File: config.mk
export PLATFORM = sky130hd
export DESIGN_NAME = inst_encoder_flat
export DESIGN_NICKNAME = d
export VERILOG_FILES = /design/src/rtl/inst_encoder_if.sv /design/src/rtl/inst_encoder.sv /design/src/flat_wrapper.sv
export SDC_FILE = /design/constraint.sdc
export NUM_CORES = 1
export LEC_CHECK = 0
export CAP_MARGIN = 20
export CORE_MARGIN = 5
export CORE_UTILIZATION = 30
export CTS_CLUSTER_DIAMETER = 150
export DETAILED_ROUTE_END_ITERATION = 8
export GPL_TIMING_DRIVEN = 0
export HOLD_SLACK_MARGIN = 0.15
export SKIP_CTS_REPAIR_TIMING = 1
export SLEW_MARGIN = 20
export SYNTH_ARGS = -nofsm -noshare
export SYNTH_HDL_FRONTEND = slang
export SYNTH_SLANG_ARGS = --single-unit
File: constraint.sdc
create_clock -name clk -period 4.2 [get_ports clk]
set_input_delay 1.26 -clock clk [delete_from_list [all_inputs] [get_ports clk]]
set_output_delay 1.26 -clock clk [all_outputs]
set_load 0.02 [all_outputs]
File: src/rtl/inst_encoder_if.sv
// Request/response bundle for the instruction encoder.
// Request side: valid/ready, format tag, fields, 64-bit immediate.
// Response side: valid/ready FIFO head plus the saturating error counter.
interface inst_encoder_if;
   logic        in_valid;
   logic        in_ready;
   logic [2:0]  in_fmt;
   logic [6:0]  in_opcode;
   logic [4:0]  in_rd;
   logic [4:0]  in_rs1;
   logic [4:0]  in_rs2;
   logic [2:0]  in_funct3;
   logic [6:0]  in_funct7;
   logic [63:0] in_imm;
   logic        out_valid;
   logic        out_ready;
   logic [31:0] out_inst;
   logic        out_err;
   logic [15:0] err_cnt;

   // Producer/consumer view (drives requests, accepts responses)
   modport master (
      output in_valid, in_fmt, in_opcode, in_rd, in_rs1, in_rs2,
             in_funct3, in_funct7, in_imm, out_ready,
      input  in_ready, out_valid, out_inst, out_err, err_cnt
   );

   // Encoder view
   modport slave (
      input  in_valid, in_fmt, in_opcode, in_rd, in_rs1, in_rs2,
             in_funct3, in_funct7, in_imm, out_ready,
      output in_ready, out_valid, out_inst, out_err, err_cnt
   );
endinterface

File: src/rtl/inst_encoder.sv
// RV64 instruction encoder: range/alignment-checks an immediate and packs a 32-bit word into an output FIFO.
// Latency: one cycle from request acceptance to out_valid when the FIFO is empty.
// Backpressure: in_ready = !full, independent of out_ready; head entry held stable while stalled.
module inst_encoder #(
   parameter int DEPTH = 2
) (
   input  logic         clk,
   input  logic         rst_n,
   inst_encoder_if.slave bus
);

   localparam int AW = $clog2(DEPTH);

   localparam logic [2:0] FMT_R  = 3'd0;
   localparam logic [2:0] FMT_I  = 3'd1;
   localparam logic [2:0] FMT_S  = 3'd2;
   localparam logic [2:0] FMT_SB = 3'd3;
   localparam logic [2:0] FMT_U  = 3'd4;
   localparam logic [2:0] FMT_UJ = 3'd5;

   // addi x0,x0,0 -- substituted for any request that fails the check
   localparam logic [31:0] NOP_INST = 32'h0000_0013;

   typedef struct packed {
      logic        err;
      logic [31:0] inst;
   } entry_t;

   // ------------------------------------------------------------------
   // Combinational encode
   // ------------------------------------------------------------------
   logic signed [63:0] imm_s;
   logic [63:0]        imm;
   logic [31:0]        packed_w;
   logic               legal;
   logic               in_12s;     // -2048 .. 2047
   logic               in_13s;     // -4096 .. 4094 (evenness checked separately)
   logic               in_21s;     // -1048576 .. 1048574
   logic               sext32;     // imm[63:31] all equal
   entry_t             wr_entry;

   assign imm    = bus.in_imm;
   assign imm_s  = signed'(bus.in_imm);
   assign in_12s = (imm_s >= -64'sd2048)    && (imm_s <= 64'sd2047);
   assign in_13s = (imm_s >= -64'sd4096)    && (imm_s <= 64'sd4094);
   assign in_21s = (imm_s >= -64'sd1048576) && (imm_s <= 64'sd1048574);
   assign sext32 = (&imm[63:31]) | ~(|imm[63:31]);

   // Pack the fields for the requested format and decide legality
   always_comb begin
      packed_w = '0;
      legal    = 1'b0;
      case (bus.in_fmt)
         FMT_R: begin
            packed_w = {bus.in_funct7, bus.in_rs2, bus.in_rs1, bus.in_funct3,
                        bus.in_rd, bus.in_opcode};
            legal    = 1'b1;
         end
         FMT_I: begin
            packed_w = {imm[11:0], bus.in_rs1, bus.in_funct3, bus.in_rd, bus.in_opcode};
            legal    = in_12s;
         end
         FMT_S: begin
            packed_w = {imm[11:5], bus.in_rs2, bus.in_rs1, bus.in_funct3,
                        imm[4:0], bus.in_opcode};
            legal    = in_12s;
         end
         FMT_SB: begin
            packed_w = {imm[12], imm[10:5], bus.in_rs2, bus.in_rs1, bus.in_funct3,
                        imm[4:1], imm[11], bus.in_opcode};
            legal    = in_13s && !imm[0];
         end
         FMT_U: begin
            packed_w = {imm[31:12], bus.in_rd, bus.in_opcode};
            legal    = (imm[11:0] == 12'h000) && sext32;
         end
         FMT_UJ: begin
            packed_w = {imm[20], imm[10:1], imm[11], imm[19:12], bus.in_rd, bus.in_opcode};
            legal    = in_21s && !imm[0];
         end
         default: begin
            packed_w = '0;
            legal    = 1'b0;
         end
      endcase
   end

   // Illegal requests become a NOP tagged with err
   always_comb begin
      wr_entry.err  = !legal;
      wr_entry.inst = legal ? packed_w : NOP_INST;
   end

   // ------------------------------------------------------------------
   // Output FIFO: pointers carry one extra wrap bit to tell full from empty
   // ------------------------------------------------------------------
   logic [AW:0] wr_ptr_q, wr_ptr_d;
   logic [AW:0] rd_ptr_q, rd_ptr_d;
   entry_t      mem_q [DEPTH];
   entry_t      head;
   logic        full;
   logic        empty;
   logic        push;
   logic        pop;
   logic [15:0] err_cnt_q, err_cnt_d;

   assign full  = (wr_ptr_q[AW] != rd_ptr_q[AW]) &&
                  (wr_ptr_q[AW-1:0] == rd_ptr_q[AW-1:0]);
   assign empty = (wr_ptr_q == rd_ptr_q);
   assign push  = bus.in_valid && !full;
   assign pop   = !empty && bus.out_ready;
   assign head  = mem_q[rd_ptr_q[AW-1:0]];

   assign bus.in_ready  = !full;
   assign bus.out_valid = !empty;
   assign bus.out_inst  = head.inst;
   assign bus.out_err   = head.err;
   assign bus.err_cnt   = err_cnt_q;

   // Next-state pointers and error count
   always_comb begin
      wr_ptr_d  = wr_ptr_q;
      rd_ptr_d  = rd_ptr_q;
      err_cnt_d = err_cnt_q;
      if (push) begin
         wr_ptr_d = wr_ptr_q + 1'b1;
         if (wr_entry.err && (err_cnt_q != 16'hFFFF)) begin
            err_cnt_d = err_cnt_q + 16'd1;
         end
      end
      if (pop) begin
         rd_ptr_d = rd_ptr_q + 1'b1;
      end
   end

   // Pointer and counter registers; reset discards any buffered entries
   always_ff @(posedge clk or negedge rst_n) begin
      if (!rst_n) begin
         wr_ptr_q  <= '0;
         rd_ptr_q  <= '0;
         err_cnt_q <= '0;
      end else begin
         wr_ptr_q  <= wr_ptr_d;
         rd_ptr_q  <= rd_ptr_d;
         err_cnt_q <= err_cnt_d;
      end
   end

   // Entry storage; cleared on reset so the idle head reads as zero
   always_ff @(posedge clk or negedge rst_n) begin
      if (!rst_n) begin
         for (int i = 0; i < DEPTH; i++) begin
            mem_q[i] <= '0;
         end
      end else if (push) begin
         mem_q[wr_ptr_q[AW-1:0]] <= wr_entry;
      end
   end

endmodule

File: src/flat_wrapper.sv
// flat-port wrapper written by rule: the top's interface ports become plain ports
module inst_encoder_flat 
#(
   parameter int DEPTH = 2
)
  (clk, rst_n, bus_in_valid, bus_in_fmt, bus_in_opcode, bus_in_rd, bus_in_rs1, bus_in_rs2, bus_in_funct3, bus_in_funct7, bus_in_imm, bus_out_ready, bus_in_ready, bus_out_valid, bus_out_inst, bus_out_err, bus_err_cnt);
  inst_encoder_if bus_i ();
  input  logic clk;
  input  logic rst_n;
  input wire logic [$bits(bus_i.in_valid)-1:0] bus_in_valid;
  input wire logic [$bits(bus_i.in_fmt)-1:0] bus_in_fmt;
  input wire logic [$bits(bus_i.in_opcode)-1:0] bus_in_opcode;
  input wire logic [$bits(bus_i.in_rd)-1:0] bus_in_rd;
  input wire logic [$bits(bus_i.in_rs1)-1:0] bus_in_rs1;
  input wire logic [$bits(bus_i.in_rs2)-1:0] bus_in_rs2;
  input wire logic [$bits(bus_i.in_funct3)-1:0] bus_in_funct3;
  input wire logic [$bits(bus_i.in_funct7)-1:0] bus_in_funct7;
  input wire logic [$bits(bus_i.in_imm)-1:0] bus_in_imm;
  input wire logic [$bits(bus_i.out_ready)-1:0] bus_out_ready;
  output wire logic [$bits(bus_i.in_ready)-1:0] bus_in_ready;
  output wire logic [$bits(bus_i.out_valid)-1:0] bus_out_valid;
  output wire logic [$bits(bus_i.out_inst)-1:0] bus_out_inst;
  output wire logic [$bits(bus_i.out_err)-1:0] bus_out_err;
  output wire logic [$bits(bus_i.err_cnt)-1:0] bus_err_cnt;
  assign bus_i.in_valid = bus_in_valid;
  assign bus_i.in_fmt = bus_in_fmt;
  assign bus_i.in_opcode = bus_in_opcode;
  assign bus_i.in_rd = bus_in_rd;
  assign bus_i.in_rs1 = bus_in_rs1;
  assign bus_i.in_rs2 = bus_in_rs2;
  assign bus_i.in_funct3 = bus_in_funct3;
  assign bus_i.in_funct7 = bus_in_funct7;
  assign bus_i.in_imm = bus_in_imm;
  assign bus_i.out_ready = bus_out_ready;
  assign bus_in_ready = bus_i.in_ready;
  assign bus_out_valid = bus_i.out_valid;
  assign bus_out_inst = bus_i.out_inst;
  assign bus_out_err = bus_i.out_err;
  assign bus_err_cnt = bus_i.err_cnt;
  inst_encoder #(.DEPTH(DEPTH)) u_core (.clk(clk), .rst_n(rst_n), .bus(bus_i));
endmodule
Word level (Yosys, flattened, before mapping)
Index checks and enable logic that the tools add are counted.

Add/subtract/negate cells: 3. Magnitude comparators: 9. Equal/unequal tests: 9. Mux-type cells: 9. Bitwise operators: 4. Reductions and logical operators: 21.

Operators with widths (count): $pmux W32 S6 (1); $mux W33 (4); $bwmux W66 (1); $ge A64 B12 Y1 const B (1); $ge A64 B13 Y1 const B (1); $ge A64 B21 Y1 const B (1); $le A64 B12 Y1 const B (1); $le A64 B13 Y1 const B (1); $le A64 B21 Y1 const B (1); $demux W33 S1 (1); $reduce_and A33 Y1 (1); $reduce_or A33 Y1 (1); $mux W32 (1); $add A16 B1 Y16 const B (1); $ne A16 B16 Y1 const B (1); $logic_not A12 Y1 (1); $logic_and A1 B1 Y1 (11); $eq A3 B2 Y1 const B (2); $eq A3 B3 Y1 const B (2); $pmux W1 S5 (1); $add A2 B1 Y2 const B (2); $ge A2 B2 Y1 const B (2); $logic_not A1 Y1 (4); $not A1 Y2 (2); 10 further kinds (10).

Register bits after elaboration: 86. Input port bits: 103. Output and inout bits: 51. Logic and storage cells: 62.

Depth between registers and ports, before layout
Depth after elaboration: 8. Gate-level depth with buffers: 11.

Worst setup path after synthesis
Ideal clock, no wire load.

Path kind: in2reg. Start: input port bus_in_imm[47]. End: register u_core.mem_q[40] (netlist name). Setup time: 0.096 ns. Arrival time: 2.785 ns. Required time: 4.104 ns. Path slack: 1.319 ns. Cell stages on the path: 7. Path buffers: 2. Cells stage by stage: or3_1 > or3_1 > o22ai_1 > a211oi_2 > buf_6 > buf_6 > o31ai_1.

Cells in the longest elaborated chain, start to end: 7. Elaborated cells between the ends (all ways): 19. Classes of those cells: 6 x order compare; 3 x mux; 2 x bitwise; 8 x reduce/logical.

RTL lines: from (decl) (RTL line flat_wrapper.sv:18) `input wire logic [$bits(bus_i.in_imm)-1:0] bus_in_imm;`; branches (longest 4 deep; another with $ge A64 B21 Y1); $pmux W1 S5 * (RTL line inst_encoder.sv:53) `case (bus.in_fmt)`; $mux W32 * (RTL line inst_encoder.sv:91) `wr_entry.inst = legal ? packed_w : NOP_INST;`; $bwmux W66 * (RTL line inst_encoder.sv:156) `mem_q[wr_ptr_q[AW-1:0]] <= wr_entry;`; to (signal, indexed assignment) (RTL line inst_encoder.sv:156); to (decl) (RTL line inst_encoder.sv:99) `entry_t mem_q [DEPTH];`.

Every way passes the cells marked *. A chain may end at the register's enable or synchronous reset.

Final worst setup path
Start: register u_core.rd_ptr_q[0]. End: output port bus_out_inst[12].

Cells in the longest elaborated chain, start to end: 4.

RTL lines: from (decl) (RTL line inst_encoder.sv:98) `logic [AW:0] rd_ptr_q, rd_ptr_d;`; from (signal assigned) (RTL line inst_encoder.sv:144) `rd_ptr_q <= rd_ptr_d;`; $not A1 Y2 (not written as such) (RTL line inst_encoder.sv:112) `assign head = mem_q[rd_ptr_q[AW-1:0]];`; $mux W33 (not written as such) (3 in series) (RTL line inst_encoder.sv:112); to (decl) (RTL line flat_wrapper.sv:22) `output wire logic [$bits(bus_i.out_inst)-1:0] bus_out_inst;`.

No other way between the ends. The select of a mux whose other input is x is not followed.

==> implementation parameters <==
Parameter                              Value

Timing
  Unrepaired setup endpoints after global routing ... false
  Highest attainable clock frequency ... ~270 MHz
  Largest clock skew in the final design ... 0.005306 ns
  Max-slew violation count ... 0
  Period utilization ... 0.8920
  Number of failing setup endpoints in the final timing report ... 0
  Hold Vio Cnt, Final ... 0
  Worst setup slack after layout ... 0.4536 ns
  Worst slew pin tran ... 0.7982 ns
  Relative slew slack ... 0.4669
  Minimum period implied by the final worst setup slack ... around 3.7 ns

Layout
  Most common cell after layout, fill and taps aside ... clkdlybuf4s50_1
  Area growth from synthesis to layout ... 44.52%
  Number of fill cells ... between 1000 and 1500
  End-of-flow core utilization ... 0.4450
  Final Non-Filler Cells ... a little under 900
  Ratio of cells with drive above 1 in the final layout ... 0.1004
  Post-layout nets ... 766
  Antenna cell count ... 0
  Commonest cells after routing, fill and taps aside ... 151 x clkdlybuf4s50_1, 86 x dfrtp_1, 81 x nand2_1, 46 x o31ai_1, 35 x mux2_2

Drt
  Detailed Route WL ... 16.81 mm
  Remaining number of nets flagged by the antenna check after routing ... 0
  Via count normalized by instance count ... ~5.2
  Avg WL per Cell ... 19.14 um
  DRC violation count after routing ... 0
  DR pass1 iterations ... 5
  Vias ... 4596
  Drt first-iter violations ... between 300 and 400

Power
  Part of the power in combinational logic ... 0.437
  Internal power component ... 0.002079 W
  Static Leakage ... 2.658 nW
  Net load switching power ... 0.001360 W
  Relative contribution of the clock network to total power ... 0.229
  Worst vdd rail ir drop ... 338.3 uV
  Fraction of power spent switching nets ... 0.3955
  Seq pwr share ... 0.335
  Pwr per Cell Area ... between 500 and 600 mW/mm2
  Total power after layout ... 0.003439 W

Outcome
  Status ... finished, final reports clean

Setup path
  Slowest Stage Delay on Critical Path ... 0.60 ns
  RR Startpoint ... u_core.rd_ptr_q[0]
  Worst flop-to-flop path endpoint ... u_core.bus.err_cnt[9]
  Required @ worst endpoint ... roughly 2.9 ns
  CP Launch Type ... flip-flop
  Kind of end point of the critical path ... primary output
  Arrival @ worst endpoint ... 2.49 ns
  Crit Path Category ... reg2out
  Depth of the worst register-to-register path ... 8
  Top fanout value on the critical path ... 10
  Worst reg2reg setup slack ... 2.01 ns
  CP Buf/Inv Count ... 3
  Cell with the biggest individual delay on the critical path ... clkdlybuf4s50_1
  Cells traversed along the worst timing path ... buf_2, buf_1, mux2_2, clkdlybuf4s50_1
  CP delay by family, top ... buffers and inverters

Clock tree
  Clock slew seen by the registers of the worst setup and hold paths ... approximately 0.070 ns
  Root buf cell ... clkbuf_16
  Sinks on Clock Net ... 86
  CTS H-tree depth ... 3
  Clock tree from TritonCTS ... built
  Worst-Skew Late Latency ... 0.35 ns
  Number of buffers between clock root and the deepest sink ... 2
  Number of buffers created by CTS ... 9

Floorplan
  Die Y-Extent ... around 140 um
  Core Area ... between 0.015 and 0.02 mm2
  X dimension of the die ... approximately 140 um
  Boundary pin count ... between 150 and 200
  Standard-cell rows ... 45
  Die area ... about 0.018 mm2
  Effective utilization at floorplan ... 0.3079

Global routing
  Maximum number of pins on one net before global-route repair ... between 50 and 60
  Most used routing layer ... met2
  Number of global-route vias before repair ... 4725
  GR Layer Usage met3 ... 0.04866
  Overall Global Routing Usage ... 0.1851
  Global-route congestion overflow total ... 0
  Number of antenna violations at the first check in global routing ... 1
  First-pass GRT wire length ... 26.46 mm
  Grt met1 use ... 0.2473
  Global routing met2 resource utilization ... 0.3012

Logic synthesis
  Yosys top cell area share ... 0.4564
  Asr flop ratio synth ... 1.000
  Mean Syn Cell Area ... roughly 9.5 um2
  Syn_nets ... 602
  Ranking of synthesized cells by area ... dfrtp_1 46%, mux2_2 8.4%, o31ai_1 7.3%
  Most common flop cell mapped by yosys ... dfrtp_1
  Post-synth top area cell ... dfrtp_1
  Number of library cell types mapped by synthesis ... 39
  Synth Cell Area ... 0.004716 mm2
  Gate Count Post-Synth ... 498
  Yosys synthesis warning count ... 0
  Number of synthesized flops with an enable pin ... 0
  Sequential area share after synthesis ... 0.4564
  Count of state elements after synthesis ... 86

Worst hold path
  Number of stages on the worst hold path ... 2
  Start point of the worst min-delay path ... u_core.mem_q[14]
  Worst Hold End ... u_core.mem_q[14]
  Worst min-delay path category ... reg2reg

Place
  Pre-CTS setup slack ... 0.1556 ns
  Placed insts ... 862
  Routability cong. ... 0.8573
  # port buffers ... 152
  Placed wire-length estimate after detailed placement ... about 13 mm

Flow run
  # Max-Cap Violations ... 0
cell type report:
class                           instances  area, um2  share of cell area
Sequential cell                        86       2152              0.3158
Timing Repair Buffer                  153       1546              0.2269
Multi-Input combinational cell        375       2380              0.3492
Inverter                                3      11.26            0.001652
Clock inverter                          7      63.81            0.009363
Buffer                                 34      172.7             0.02534
Tap cell                              211      264.0             0.03874
Clock buffer                            9      225.2             0.03305
registers in the layout (all words and copies together) (netlist names):
signal	cells
u_core.wr_ptr_q	2
u_core.mem_q	66
u_core.rd_ptr_q	2
u_core.bus.err_cnt	16
per-layer routing:
metal | share of wire | vias to the layer above
li1 | - | 2172
met5 | 0.0012 | -
met1 | 0.44 | 2256
met4 | 0.013 | 2
met2 | 0.49 | 146
met3 | 0.057 | 20
metrics by stage:
stage          setup TNS, ns  area [um2]  hold WS (ns)
2_1_floorplan              0        4716        0.4401
3_3_place_gp         -102.66        6501        0.4535
3_5_place_dp               0        6526        0.4615
4_1_cts                    0        6815        0.4776
5_1_grt                    0        6815        0.4935
6_report                   0        6815        0.4736
kinds of logic after synthesis:
group,count (synthesis),share of synthesized area
compound gates,120,0.1741
buf+inv,37,0.03900
simple gates,196,0.2006
xor+xnor,20,0.03715
fa+ha+maj,1,0.002653
flops,86,0.4564
mux,38,0.09021
how the worst max path moves through the flow:
stage | cells past startpoint | startpoint | to
floorplan | 7 | bus_in_imm[47] | u_core.mem_q[40]
global placement | 1 | rst_n | u_core.mem_q[58]
detailed placement | 9 | bus_in_fmt[0] | u_core.bus.err_cnt[6]
CTS | 4 | u_core.rd_ptr_q[0] | bus_out_inst[19]
global route | 9 | bus_in_fmt[0] | u_core.bus.err_cnt[13]
finish | 4 | u_core.rd_ptr_q[0] | bus_out_inst[12]
worst register-to-register path, delay by kind of cell (launching register included):
kind	cells	cell delay (ns)
AO/OA/AOI/OAI	1	0.41
XOR/XNOR	2	0.34
buffers and inverters	1	0.19
flip-flops	1	0.36
AND/OR/NAND/NOR	4	0.76
power by group through the flow:
stage          clock network [W]  logic, W  registers, W
4_1_cts                 0.000800   0.00151       0.00115
3_3_place_gp                   0   0.00149       0.00115
6_report                0.000787   0.00150       0.00115
3_5_place_dp                   0   0.00151       0.00116
2_1_floorplan                  0  0.000832       0.00117
5_1_grt                 0.000837   0.00162       0.00118
cell usage after synthesis, types with 3 or more instances:
cell / count
inv_1: 3
and3_1: 4
a22oi_1: 23
nor2_1: 24
buf_1: 5
a21oi_1: 23
clkbuf_1: 18
mux2_2: 35
nor3_1: 4
nand4_1: 24
o22a_1: 6
o21ai_1: 13
nand2b_1: 8
nand3_1: 16
buf_2: 6
xnor2_1: 19
buf_6: 5
dfrtp_1: 86
nand2_1: 81
nor2b_1: 10
o31ai_1: 46
and2_1: 4
nor4_1: 15
Note: power is estimated with default switching activity, not from simulation.
==> variant: new RTL, same settings <==
`DEPTH` is set to 2 in 2 places; all go to 8.
--- a/src/rtl/inst_encoder.sv
+++ b/src/rtl/inst_encoder.sv
@@ -4,3 +4,3 @@
 module inst_encoder #(
-   parameter int DEPTH = 2
+   parameter int DEPTH = 8
 ) (
--- a/src/flat_wrapper.sv
+++ b/src/flat_wrapper.sv
@@ -3,3 +3,3 @@
 #(
-   parameter int DEPTH = 2
+   parameter int DEPTH = 8
 )
Check against the original RTL: not equivalent (a bounded check fails within 4 cycles, from zero or initial values and one cycle with rst_n low).
==> variant against the original RTL <==
Setup slack worse by 0.36 ns. Power rose to 3.2 times the old value. Routed wire length rose to 2.6 times the old value. Non-clock buffer count up 56. Sequential cell count up 202. Synthesized area rose to 2.9 times the old value. Cell area up 150%. Critical path type unchanged. Critical endpoint is now bus_out_inst[20].
==> variant: results (changes against the original RTL) <==
| Metric | Value |
|---|---|
| Status | completed |
| XOR/XNOR share of the synthesized area | 1.69% (-2.0 points) |
| Lkg Pwr | 7.00 nW (+160%) |
| Number of global-route vias before repair | 11,100 (+140%) |
| CTS Buf Count | 34 (+25) |
| Slowest stage delay, CP | 0.55 ns (-0.05 ns) |
| FFs w/ async S/R, synth | 100% (unchanged) |
| Slew HR | 38.4% (-8.3 points) |
| Share of cells above drive strength 1 | 16.6% (+6.5 points) |
| Seq pwr share | 37.7% (+4.2 points) |
| Vias per cell | 5.26 (+0.45%) |
| DR top layer | met4 |
| Synth Area in Adders | 0.279% (+0.013 points) |
| Peak supply drop | 0.299 mV (-12%) |
| Synth unique cells | 44 (+13%) |
| Setup crit end kind | output pin |
| Hold_sp | u_core.mem_q[6]$_DFFE_PN0P_ |
| H-tree Lvls | 2 (-1) |
| Met1 usage | 23.5% (-1.2 points) |
| Sw frac | 35.0% (-4.6 points) |
| Met1 Routed Length | 19.0 mm (+160%) |
| Reg-to-Reg End | u_core.mem_q[117]$_DFFE_PN0P_ |
| Fillers | 4,372 (+190%) |
| GRT Total Usage | 17.3% (-1.2 points) |
| Final Skew | 0.0271 ns (+0.0217 ns) |
| Comb power frac | 35.6% (-8.1 points) |
| Pin count of the biggest net entering global routing | 89 (+53%) |
| Max clock buf depth | 3 (+1) |
| FF-to-FF path depth | 9 (+1) |
| Routed wl met3 | 2.93 mm (+210%) |
| First-pass GRT wire length | 67.5 mm (+150%) |
| Multiplexer share of the synthesized area | 17.6% (+8.5 points) |
| Clk Latency, worst-skew pair | 0.52 ns (+0.17 ns) |
| Maximum clock rate | 244 MHz (-8.8%) |
| Met2 global-route usage | 28.5% (-1.6 points) |
| Min-Delay Endpoint | u_core.mem_q[6]$_DFFE_PN0P_ |
| Worst EP arrival | 2.85 ns (+0.36 ns) |
| Synth Area in Compound Gates | 11.7% (-5.7 points) |
| Post-synthesis sequential area ratio | 53.5% (+7.9 points) |
| Largest register FFs | 264 (+300%) |
| Syn Nets | 1,336 (+120%) |
| Routing usage on met3 | 3.75% (-1.1 points) |
| Synth cell count leaders | dfrtp_1, nand2_1, o21ai_0 |
| CTS clk-pin slew, worst paths | 0.05 ns (-0.02 ns) |
| WHS Path Cells | 2 (unchanged) |
| Place WS | -0.534 ns (-0.690 ns) |
| Detailed Place HPWL | 31.4 mm (+140%) |
| Initial DRC count | 808 (+160%) |
| WL/cell | 21.5 microns (+12%) |
| Gpl congestion | 0.825 (-3.7%) |
| Origin of the critical flop-to-flop path | u_core.rd_ptr_q[2]$_DFFE_PN0P_ |
| Synth top area cells | dfrtp_1, mux4_2, o21ai_0 |
| Capture point of the critical path | bus_out_inst[20] |
| Initial antenna violation count | 0 (-1) |
| Number of I/O port buffers | 150 (-1.3%) |
| Layout net count | 1,524 (+99%) |
| Routed met2 length | 20.6 mm (+150%) |
| R2R Setup Slk | 0.89 ns (-1.12 ns) |
==> variant: final cells by class <==
class                   instances  area share (%)
flip-flops and latches        288            42.4
multi-input cells             848            34.7
repair buffers                154            9.40
clock buffers                  51            6.03
well taps                     592            4.36
plain buffers                  89            2.46
clock inverters                 9           0.567
inverters                       3          0.0662
==> variant: logic make-up after synthesis <==
logic type	after synthesis
compound gates	291
xor+xnor	26
fa+ha+maj	3
buf+inv	94
flops	288
mux	144
simple gates	384
==> variant: worst max-delay path, delay by kind of cell, from the launching register on <==
| family | cells | cell delay [ns] |
|---|---|---|
| mux | 2 | 0.87 |
| buf+inv | 3 | 0.98 |
| flops | 1 | 0.47 |
==> variant: metrics by stage <==
step	power [mW]	area (sq um)	cells	hold WS, ns
6_report	11.0	17000	2034	0.476
5_1_grt	11.6	17000	2034	0.497
4_1_cts	11.0	16900	2036	0.476
3_5_place_dp	8.08	15800	1976	0.464
3_3_place_gp	7.96	15700	1972	0.456
2_1_floorplan	6.50	13500	1230	0.440
